[config.mk]
export PLATFORM = sky130hd
export DESIGN_NAME = fpu_issue_ctrl_flat
export DESIGN_NICKNAME = d
export VERILOG_FILES = /design/src/rtl/fpu_issue_if.sv /design/src/rtl/fpu_issue_ctrl.sv /design/src/flat_wrapper.sv
export SDC_FILE = /design/constraint.sdc
export NUM_CORES = 1
export LEC_CHECK = 0
export ABC_CLOCK_PERIOD_IN_PS = 1500
export BUFFER_PORTS_ARGS = -buffer_cell sky130_fd_sc_hd__buf_2
export CAP_MARGIN = 15
export CORE_ASPECT_RATIO = 1.25
export CORE_MARGIN = 3
export CORE_UTILIZATION = 41
export CTS_CLUSTER_SIZE = 14
export DETAILED_ROUTE_END_ITERATION = 10
export PLACE_DENSITY = 0.76
export SETUP_SLACK_MARGIN = 0.1
export SLEW_MARGIN = 20
export SYNTH_ARGS = -nofsm -noshare
export SYNTH_HDL_FRONTEND = slang
export SYNTH_SLANG_ARGS = --single-unit
[constraint.sdc]
create_clock -name clk -period 1.5 [get_ports clk]
set_input_delay 0.3 -clock clk [delete_from_list [all_inputs] [get_ports clk]]
set_output_delay 0.3 -clock clk [all_outputs]
set_load 0.02 [all_outputs]
[src/rtl/fpu_issue_if.sv]
// Request/response handshake bundle between the FPU issue controller and its client.
interface fpu_issue_if;
    logic        req_valid;
    logic        req_ready;
    logic [31:0] req_a;
    logic [31:0] req_b;
    logic [1:0]  req_op;
    logic        req_rnd;
    logic        rsp_valid;
    logic        rsp_ready;
    logic [31:0] rsp_y;
    logic        rsp_error;
    logic        rsp_over_flow;

    modport master (
        output req_valid, req_a, req_b, req_op, req_rnd, rsp_ready,
        input  req_ready, rsp_valid, rsp_y, rsp_error, rsp_over_flow
    );

    modport slave (
        input  req_valid, req_a, req_b, req_op, req_rnd, rsp_ready,
        output req_ready, rsp_valid, rsp_y, rsp_error, rsp_over_flow
    );
endinterface

[src/rtl/fpu_issue_ctrl.sv]
// Sequencer for the handshake-less FPU core: holds operands, pulses start, captures after a fixed latency.
// Optional sticky error/overflow flags are enabled by defining FPU_ISSUE_STICKY_FLAGS_EN.
module fpu_issue_ctrl #(
    parameter int CAL_LATENCY = 4
) (
    input  logic        clk,
    input  logic        rst_n,
    fpu_issue_if.slave  bus,
    output logic        cal_start,
    output logic [31:0] cal_a,
    output logic [31:0] cal_b,
    output logic [1:0]  cal_sel,
    output logic        cal_round_mode,
    input  logic [31:0] cal_y,
    input  logic        cal_error,
    input  logic        cal_over_flow,
    output logic        busy
`ifdef FPU_ISSUE_STICKY_FLAGS_EN
    ,
    input  logic        flag_clr,
    output logic        sticky_error,
    output logic        sticky_over_flow
`endif
);

    localparam int CNT_W = ($clog2(CAL_LATENCY + 1) > 3) ? $clog2(CAL_LATENCY + 1) : 3;
    localparam logic [CNT_W-1:0] CNT_LOAD = CNT_W'(CAL_LATENCY);
    localparam logic [CNT_W-1:0] CNT_LAST = CNT_W'(1);

    if (CAL_LATENCY < 4) begin : g_bad_latency
        $error("fpu_issue_ctrl: CAL_LATENCY must be 4 or more");
    end

    typedef enum logic [1:0] {
        S_IDLE,
        S_START,
        S_WAIT,
        S_RESP
    } state_t;

    state_t           state;
    state_t           state_nxt;
    logic [CNT_W-1:0] cnt;
    logic             accept;
    logic             capture;
    logic             req_ready;
    logic             rsp_valid;
    logic [31:0]      rsp_y_q;
    logic             rsp_error_q;
    logic             rsp_over_flow_q;

    // NOTE: registers are updated with non-blocking assignments so every flop samples pre-edge values.
    always_ff @(posedge clk or negedge rst_n) begin
        if (!rst_n) begin
            state <= S_IDLE;
        end else begin
            state <= state_nxt;
        end
    end

    // NOTE: every output of this block gets a default first, so no path can infer a latch.
    always_comb begin
        state_nxt = state;
        accept    = 1'b0;
        capture   = 1'b0;
        cal_start = 1'b0;
        req_ready = 1'b0;
        rsp_valid = 1'b0;
        case (state)
            S_IDLE: begin
                req_ready = 1'b1;
                if (bus.req_valid) begin
                    accept    = 1'b1;
                    state_nxt = S_START;
                end
            end
            S_START: begin
                cal_start = 1'b1;
                state_nxt = S_WAIT;
            end
            S_WAIT: begin
                if (cnt == CNT_LAST) begin
                    capture   = 1'b1;
                    state_nxt = S_RESP;
                end
            end
            S_RESP: begin
                rsp_valid = 1'b1;
                if (bus.rsp_ready) begin
                    state_nxt = S_IDLE;
                end
            end
            default: state_nxt = S_IDLE;
        endcase
    end

    // Operands only change on accept, so the core sees them stable for the whole computation.
    always_ff @(posedge clk or negedge rst_n) begin
        if (!rst_n) begin
            cal_a          <= '0;
            cal_b          <= '0;
            cal_sel        <= '0;
            cal_round_mode <= 1'b0;
        end else if (accept) begin
            cal_a          <= bus.req_a;
            cal_b          <= bus.req_b;
            cal_sel        <= bus.req_op;
            cal_round_mode <= bus.req_rnd;
        end
    end

    always_ff @(posedge clk or negedge rst_n) begin
        if (!rst_n) begin
            cnt <= '0;
        end else if (state == S_START) begin
            cnt <= CNT_LOAD;
        end else if (state == S_WAIT) begin
            cnt <= cnt - 1'b1;
        end
    end

    always_ff @(posedge clk or negedge rst_n) begin
        if (!rst_n) begin
            rsp_y_q         <= '0;
            rsp_error_q     <= 1'b0;
            rsp_over_flow_q <= 1'b0;
        end else if (capture) begin
            rsp_y_q         <= cal_y;
            rsp_error_q     <= cal_error;
            rsp_over_flow_q <= cal_over_flow;
        end
    end

`ifdef FPU_ISSUE_STICKY_FLAGS_EN
    // A capture setting a flag takes priority over a coincident clear.
    always_ff @(posedge clk or negedge rst_n) begin
        if (!rst_n) begin
            sticky_error     <= 1'b0;
            sticky_over_flow <= 1'b0;
        end else begin
            if (capture && cal_error) begin
                sticky_error <= 1'b1;
            end else if (flag_clr) begin
                sticky_error <= 1'b0;
            end
            if (capture && cal_over_flow) begin
                sticky_over_flow <= 1'b1;
            end else if (flag_clr) begin
                sticky_over_flow <= 1'b0;
            end
        end
    end
`endif

    assign bus.req_ready     = req_ready;
    assign bus.rsp_valid     = rsp_valid;
    assign bus.rsp_y         = rsp_y_q;
    assign bus.rsp_error     = rsp_error_q;
    assign bus.rsp_over_flow = rsp_over_flow_q;
    assign busy              = (state != S_IDLE);

endmodule

[src/flat_wrapper.sv]
// flat-port wrapper written by rule: the top's interface ports become plain ports
module fpu_issue_ctrl_flat 
#(
    parameter int CAL_LATENCY = 4
)
  (clk, rst_n, cal_start, cal_a, cal_b, cal_sel, cal_round_mode, cal_y, cal_error, cal_over_flow, busy, bus_req_valid, bus_req_a, bus_req_b, bus_req_op, bus_req_rnd, bus_rsp_ready, bus_req_ready, bus_rsp_valid, bus_rsp_y, bus_rsp_error, bus_rsp_over_flow);
  fpu_issue_if bus_i ();
  input  logic clk;
  input  logic rst_n;
  output logic cal_start;
  output logic [31:0] cal_a;
  output logic [31:0] cal_b;
  output logic [1:0] cal_sel;
  output logic cal_round_mode;
  input  logic [31:0] cal_y;
  input  logic cal_error;
  input  logic cal_over_flow;
  output logic busy;
  input wire logic [$bits(bus_i.req_valid)-1:0] bus_req_valid;
  input wire logic [$bits(bus_i.req_a)-1:0] bus_req_a;
  input wire logic [$bits(bus_i.req_b)-1:0] bus_req_b;
  input wire logic [$bits(bus_i.req_op)-1:0] bus_req_op;
  input wire logic [$bits(bus_i.req_rnd)-1:0] bus_req_rnd;
  input wire logic [$bits(bus_i.rsp_ready)-1:0] bus_rsp_ready;
  output wire logic [$bits(bus_i.req_ready)-1:0] bus_req_ready;
  output wire logic [$bits(bus_i.rsp_valid)-1:0] bus_rsp_valid;
  output wire logic [$bits(bus_i.rsp_y)-1:0] bus_rsp_y;
  output wire logic [$bits(bus_i.rsp_error)-1:0] bus_rsp_error;
  output wire logic [$bits(bus_i.rsp_over_flow)-1:0] bus_rsp_over_flow;
  assign bus_i.req_valid = bus_req_valid;
  assign bus_i.req_a = bus_req_a;
  assign bus_i.req_b = bus_req_b;
  assign bus_i.req_op = bus_req_op;
  assign bus_i.req_rnd = bus_req_rnd;
  assign bus_i.rsp_ready = bus_rsp_ready;
  assign bus_req_ready = bus_i.req_ready;
  assign bus_rsp_valid = bus_i.rsp_valid;
  assign bus_rsp_y = bus_i.rsp_y;
  assign bus_rsp_error = bus_i.rsp_error;
  assign bus_rsp_over_flow = bus_i.rsp_over_flow;
  fpu_issue_ctrl #(.CAL_LATENCY(CAL_LATENCY)) u_core (.clk(clk), .rst_n(rst_n), .bus(bus_i), .cal_start(cal_start), .cal_a(cal_a), .cal_b(cal_b), .cal_sel(cal_sel), .cal_round_mode(cal_round_mode), .cal_y(cal_y), .cal_error(cal_error), .cal_over_flow(cal_over_flow), .busy(busy));
endmodule
==> impl_summary.log, run 1 <==
INFO  metric final_period_demand_of_the_worst_path = 1.55 ns
INFO  metric synth.cell_area = 0.00420 mm2
INFO  metric n_antenna_cell = 0
INFO  metric post_synth.cell_area_avg = 17.1 um2
INFO  metric seq_area_frac_synth = 0.632
INFO  metric route.final.wire_length = 9.79 mm
INFO  metric rr_worst_depth = 6
INFO  metric fin_tns_setup = -0.241 ns
INFO  metric fin_nets = 585
INFO  metric max_slew_headroom = 0.656
INFO  metric clock_latency = 0.33 ns
INFO  metric worstReg2RegStart = u_core.state[1]
INFO  metric pin_slew_with_the_least_headroom_to_its_limit = 0.516 ns
INFO  metric gr-usage-all-layers = 0.163
INFO  metric drcViolationCount = 0
INFO  metric finalSetupViolations = 17
INFO  metric antenna_found_initial = 0
INFO  metric ant_nets = 0
INFO  metric place.gp.congestion = 0.717
INFO  metric reg2reg_setup_slack = -0.03 ns
INFO  metric die_y = 119 um
INFO  metric max_cap_violations = 0
INFO  metric layoutNonFillerInstCount = 605
INFO  metric area_delta_synth_final = 41.9%
INFO  metric highest_count_cells_in_the_layout_ignoring_fill_and_taps = 204 x buf_2, 104 x dfrtp_1, 68 x mux2_2, 34 x mux2_4, 10 x clkbuf_16
INFO  metric clkSlewWorstSetupHoldPaths = 0.07 ns
INFO  metric worst-path-max-fanout = 4
INFO  metric ys_dominant_reg_cell = dfrtp_1
INFO  metric worst_r2r_endpoint = u_core.state[0]
INFO  metric worstSetupStartpoint = u_core.state[0]
INFO  metric floorplan.die_area = 0.0115 mm2
INFO  metric final_layout_size_suffix_gt1_frac = 0.747
INFO  metric fp-row-count = 40
INFO  metric status = finished, violations left
INFO  metric root_buffer = clkbuf_16
INFO  metric vias_post_dr = 2824
INFO  metric timing.critical_path.depth = 3
INFO  metric dp_hpwl = 7.31 mm
INFO  metric initialDrtViolationCount = 51
INFO  metric preCtsSetupSlack = -0.0403 ns
INFO  metric worst_path_dominant_cell_family = flip-flops
INFO  metric rsz0062_at_grt = yes
INFO  metric dieWidth = 96.5 um
INFO  metric core_area = 0.00981 mm2
INFO  metric hold_slack = 0.193 ns
INFO  metric numPlacedInstances = 579
INFO  metric final_hold_violation_count = 0
INFO  metric filler_cell_count = 819
INFO  metric p_leak = 3.08 nW
INFO  metric synth_seq_cells = 106
INFO  metric power = 14.4 mW
INFO  metric ir_worst_vdd = 1070 uV
INFO  metric total_clock_buffers_created_by_cts = 9
INFO  metric floorplan.io_pins = 210
INFO  metric cp.buffers_inverters = 2
INFO  metric skew = 0.00565 ns
INFO  metric fin_crit_sh = 1.03
INFO  metric grt.overflow.total = 0
INFO  metric first_pass_grt_wire_length = 14.5 mm
INFO  metric clock_tree.buffer_depth = 2
INFO  metric cts_tree = built
INFO  metric busiest_layer = met2
INFO  metric cts_htree_levels = 3
INFO  metric worst-setup-path-type = flip-flop to primary output
INFO  metric ys.warnings.count = 0
INFO  metric timing.hold.worst.class = input port to flip-flop
INFO  metric grt_util_met2 = 0.285
INFO  metric syn_nets = 356
INFO  metric synth-edff-count = 0
INFO  metric worstSetupEndpointType = primary output
INFO  metric critical_path_required = 1.20 ns
INFO  metric fmaxAchievable = 647 MHz
INFO  metric sink_count_of_the_clock_tree = 106
INFO  metric grt_max_degree = 64
INFO  metric worstPathCellList = buf_4 -> ha_4 -> buf_6
INFO  metric synthDistinctLibCells = 20
INFO  metric initial_utilization = 0.428
INFO  metric firstDrtPassIters = 4
INFO  metric crit_path_max_incr_delay = 0.46 ns
INFO  metric global_route.usage.met1 = 0.181
INFO  metric grt.met3_usage = 0.0531
INFO  metric wl_per_cell = 16.2 um
INFO  metric slowest_stage = dfrtp_2
INFO  metric end_point_of_the_critical_path = cal_start
INFO  metric place.port_buffers = 209
INFO  metric synthCells = 245
INFO  metric critPathArrivalTime = 1.25 ns
INFO  metric async_reset_ff_frac = 1.00
INFO  metric drv_slew = 0
INFO  metric power_density = 2410 mW/mm2
INFO  metric layout_commonest_cell = buf_2
INFO  metric worst_slack = -0.0454 ns
INFO  metric via_count_of_the_first_global_routing_pass = 3006
INFO  metric startpoint_type = flip-flop
INFO  metric failed_checks = negative setup slack
INFO  metric post_drt_via_cell_ratio = 4.67
flip-flops by register name, indices dropped and copies added, names as in the netlist:
name / count
u_core.bus.rsp_y: 32
u_core.cal_a: 32
u_core.cal_b: 32
u_core.cnt: 3
u_core.cal_sel: 2
u_core.state: 2
u_core.bus.rsp_error: 1
u_core.bus.rsp_over_flow: 1
u_core.cal_round_mode: 1
logic make-up after synthesis:
kind of cell             after synthesis  share of synthesized area
AO/OA/AOI/OAI                          6                     0.0113
adder cells (fa/ha/maj)                6                     0.0179
buffers and inverters                 16                     0.0250
flip-flops                           106                      0.632
multiplexers                         102                      0.300
AND/OR/NAND/NOR                        9                     0.0137
worst register-to-register path: cells and delay by family, from the launching register on:
family                   cells  cell delay (ns)
flip-flops                   1             0.47
adder cells (fa/ha/maj)      1             0.19
AO/OA/AOI/OAI                2             0.37
buffers and inverters        2             0.26
AND/OR/NAND/NOR              1             0.17
cells in the mapped netlist (2+ instances only):
cell,n,share of area
buf_2,3,0.0036
inv_1,6,0.0054
buf_6,4,0.011
buf_4,3,0.0054
nor2_1,2,0.0018
dfrtp_1,106,0.63
nand2_1,3,0.0027
ha_1,6,0.018
o21ai_0,2,0.0024
mux2_2,71,0.19
mux2_4,30,0.11
final cells by class:
class | count | area [um2] | share of cell area
clock inverters | 4 | 27.5 | 0.00462
flip-flops and latches | 106 | 2660 | 0.446
clock buffers | 12 | 246 | 0.0414
inverters | 6 | 27.5 | 0.00462
repair buffers | 228 | 1320 | 0.222
well taps | 126 | 158 | 0.0265
multi-input cells | 123 | 1520 | 0.256
routing by layer:
metal / wire, um / vias up
met2: 5000 / 138
li1: - / 1312
met3: 1010 / 15
met5: 0 / -
met1: 3600 / 1359
met4: 176 / 0
power by group:
part           switching (mW)  leakage, nW  internal, mW
Sequential              0.794         1.24          4.35
Combinational            3.67         1.71          3.40
Clock                   0.970        0.125          1.17
Total                    5.43         3.08          8.93
what timing repair did:
| action | CTS | global route |
|---|---|---|
| pin swaps | 2 | 3 |
| hold buffers | 1 | 0 |
| buffers inserted | 2 | 5 |
| resized for setup | 16 | 10 |
| cloned | 0 | 2 |
| hold endpoints to repair | 63 | 0 |
| setup endpoints to repair | 104 | 107 |
through the flow:
stage,cell area [um2],util
floorplan,4270,-
global placement,5490,0.560
detailed placement,5490,0.560
CTS,5840,0.596
global route,5960,0.607
finish,5960,0.607
worst min path at each step:
| stage | start | to | slack (ns) | depth (start not counted) |
|---|---|---|---|---|
| final | bus_req_a[0] | u_core.cal_a[0] | 0.19 | 2 |
| after global routing | cal_y[17] | u_core.bus.rsp_y[17] | 0.18 | 2 |
| after CTS | cal_y[10] | u_core.bus.rsp_y[10] | 0.17 | 2 |
| after detailed placement | rst_n | u_core.cal_a[6] | 0.33 | 2 |
| after global placement | rst_n | u_core.cal_a[6] | 0.33 | 2 |
| after floorplan | rst_n | u_core.bus.rsp_error | 0.004 | 0 |
(Power assumes the default switching activity.)
==> inputs of run 2 (changes only) <==
PLACE_DENSITY = default   (was 0.76)
PLACE_DENSITY_LB_ADDON = 0.05   (was default)
==> run 2 against run 1 <==
The flow still finishes with violations (negative setup slack). Highest routed layer unchanged. Total power increased by 9.8%. Clock-buffer cell count unchanged. Largest cell class unchanged. Global-route usage increased by 1.0 points. Clock skew decreased by 0.00097 ns. Final area increased by 7.5%.
==> impl_summary.log, run 2 (same netlist as run 1, synthesis figures left out) <==
INFO  metric status = finished, violations left
INFO  metric failed_checks = negative setup slack
INFO  metric global_route.usage.met1 = 0.198
INFO  metric worstSetupStartpoint = u_core.state[1]
INFO  metric root_buffer = clkbuf_16
INFO  metric worstSetupEndpointType = flip-flop
INFO  metric critPathArrivalTime = 1.77 ns
INFO  metric layoutNonFillerInstCount = 613
INFO  metric total_clock_buffers_created_by_cts = 9
INFO  metric sink_count_of_the_clock_tree = 106
INFO  metric n_antenna_cell = 0
INFO  metric worst_path_dominant_cell_family = flip-flops
INFO  metric p_int = 10.1 mW
INFO  metric floorplan.io_pins = 210
INFO  metric fp-row-count = 40
INFO  metric startpoint_of_the_lowest_slack_hold_path = bus_req_b[17]
INFO  metric combPwrFrac = 0.504
INFO  metric max_cap_violations = 0
INFO  metric max_slew_headroom = 0.787
INFO  metric fin_nets = 593
INFO  metric worst_slack = -0.0446 ns
INFO  metric worst_r2r_endpoint = u_core.state[1]
INFO  metric drv_slew = 0
INFO  metric skew = 0.00468 ns
INFO  metric p_leak = 3.41 nW
INFO  metric power.share.clock = 0.172
INFO  metric dieWidth = 96.5 um
INFO  metric startpoint_type = flip-flop
INFO  metric grt.met3_usage = 0.0455
INFO  metric place.gp.congestion = 0.748
INFO  metric vias_post_dr = 2887
INFO  metric route.final.wire_length = 10.5 mm
INFO  metric firstDrtPassIters = 4
INFO  metric grt_util_met2 = 0.303
INFO  metric fin_crit_sh = 1.03
INFO  metric final_layout_size_suffix_gt1_frac = 0.754
INFO  metric dp_hpwl = 7.04 mm
INFO  metric worstHoldPathCells = 2
INFO  metric gr-usage-all-layers = 0.173
INFO  metric power_density = 2460 mW/mm2
INFO  metric place.port_buffers = 209
INFO  metric ant_nets = 0
INFO  metric sequentialPowerShare = 0.324
INFO  metric ir_worst_vdd = 1340 uV
INFO  metric grt.overflow.total = 0
INFO  metric timing.critical_path.depth = 5
INFO  metric die_y = 119 um
INFO  metric core_area = 0.00981 mm2
INFO  metric area_delta_synth_final = 52.6%
INFO  metric crit_path_max_incr_delay = 0.43 ns
INFO  metric initial_utilization = 0.428
INFO  metric cp.buffers_inverters = 2
INFO  metric clock_latency = 0.34 ns
INFO  metric wl_per_cell = 17.2 um
INFO  metric critical_path_required = 1.72 ns
INFO  metric floorplan.die_area = 0.0115 mm2
INFO  metric clkSlewWorstSetupHoldPaths = 0.07 ns
INFO  metric fmaxAchievable = 647 MHz
INFO  metric first_pass_grt_wire_length = 15.1 mm
INFO  metric post_drt_via_cell_ratio = 4.71
INFO  metric clock_tree.buffer_depth = 2
INFO  metric slowest_stage = dfrtp_2
INFO  metric timing.hold.worst.class = input port to flip-flop
INFO  metric swShare = 0.357
INFO  metric rsz0062_at_grt = yes
INFO  metric cts_tree = built
INFO  metric reg2reg_setup_slack = -0.04 ns
INFO  metric finalSetupViolations = 46
INFO  metric total_switching_power = 5.63 mW
INFO  metric end_point_of_the_critical_path = u_core.state[1]
INFO  metric layout_commonest_cell = buf_2
INFO  metric antenna_found_initial = 0
INFO  metric worst-setup-path-type = flip-flop to flip-flop
INFO  metric drcViolationCount = 0
INFO  metric highest_count_cells_in_the_layout_ignoring_fill_and_taps = 204 x buf_2, 104 x dfrtp_1, 67 x mux2_4, 35 x mux2_2, 13 x clkbuf_16
INFO  metric busiest_layer = met2
INFO  metric utilization = 0.653
INFO  metric worst-path-max-fanout = 4
INFO  metric worstPathCellList = inv_4 -> ha_4 -> buf_6 -> a221oi_4 -> mux2_4
INFO  metric grt_max_degree = 59
INFO  metric via_count_of_the_first_global_routing_pass = 2969
INFO  metric final_period_demand_of_the_worst_path = 1.54 ns
INFO  metric numPlacedInstances = 579
INFO  metric rr_worst_depth = 5
INFO  metric cts_htree_levels = 3
INFO  metric final_hold_violation_count = 0
INFO  metric initialDrtViolationCount = 72
INFO  metric pin_slew_with_the_least_headroom_to_its_limit = 0.320 ns
INFO  metric worstReg2RegStart = u_core.state[1]
INFO  metric preCtsSetupSlack = -0.0319 ns
run 2: changes by cell type in the layout (fill, tap and decap cells not counted), sizes merged:
cell,delta
clkbuf,+3
bufinv,+3
buf,+5
clkinvlp,-2
clkinv,-1
run 2: power groups by stage:
stage | logic [mW] | clock network, mW | registers, mW
floorplan | 2.80 | 0 | 6.86
global placement | 6.70 | 0 | 5.04
detailed placement | 6.78 | 0 | 5.10
CTS | 7.44 | 2.79 | 5.06
global route | 8.44 | 2.90 | 5.30
finish | 7.94 | 2.72 | 5.11
run 2: worst min path at each step:
stage	end
2_1_floorplan	u_core.bus.rsp_error
3_3_place_gp	u_core.cal_a[15]
3_5_place_dp	u_core.cal_a[16]
4_1_cts	u_core.bus.rsp_y[10]
5_1_grt	u_core.cal_b[14]
6_report	u_core.cal_b[17]
run 2: area by class of cell:
cell class                 instances  area, um2
clock buffer                      12        256
clock inverter                     4       97.6
fill                             750       3400
inverter                           6       27.5
multi-input combinational        123       1670
sequential                       106       2660
tap                              126        158
timing repair buffer             236       1550
run 2: metal layers:
layer	up-vias	routed length, um
li1	1329	-
met1	1429	3970
met2	116	5550
met3	13	816
met4	0	185
met5	-	0
run 2: what timing repair did:
action / CTS / global route
setup buffers: 7 / 7
pin swaps: 2 / 4
gates resized for setup: 26 / 46
gates cloned: 4 / 4
endpoints found under the setup margin: 106 / 107
hold buffers: 1 / 0
endpoints found under the hold margin: 106 / 0
run 2: metrics by stage:
step / power [mW] / TNS, ns / hold WS [ns] / cell area (um2)
after floorplan: 9.66 / 0 / 0.00441 / 4270
after global placement: 11.7 / 0 / 0.318 / 5510
after detailed placement: 11.9 / -0.432 / 0.318 / 5510
after CTS: 15.3 / -1.63 / 0.172 / 6150
after global routing: 16.6 / -3.91 / 0.174 / 6410
final: 15.8 / -0.915 / 0.186 / 6410
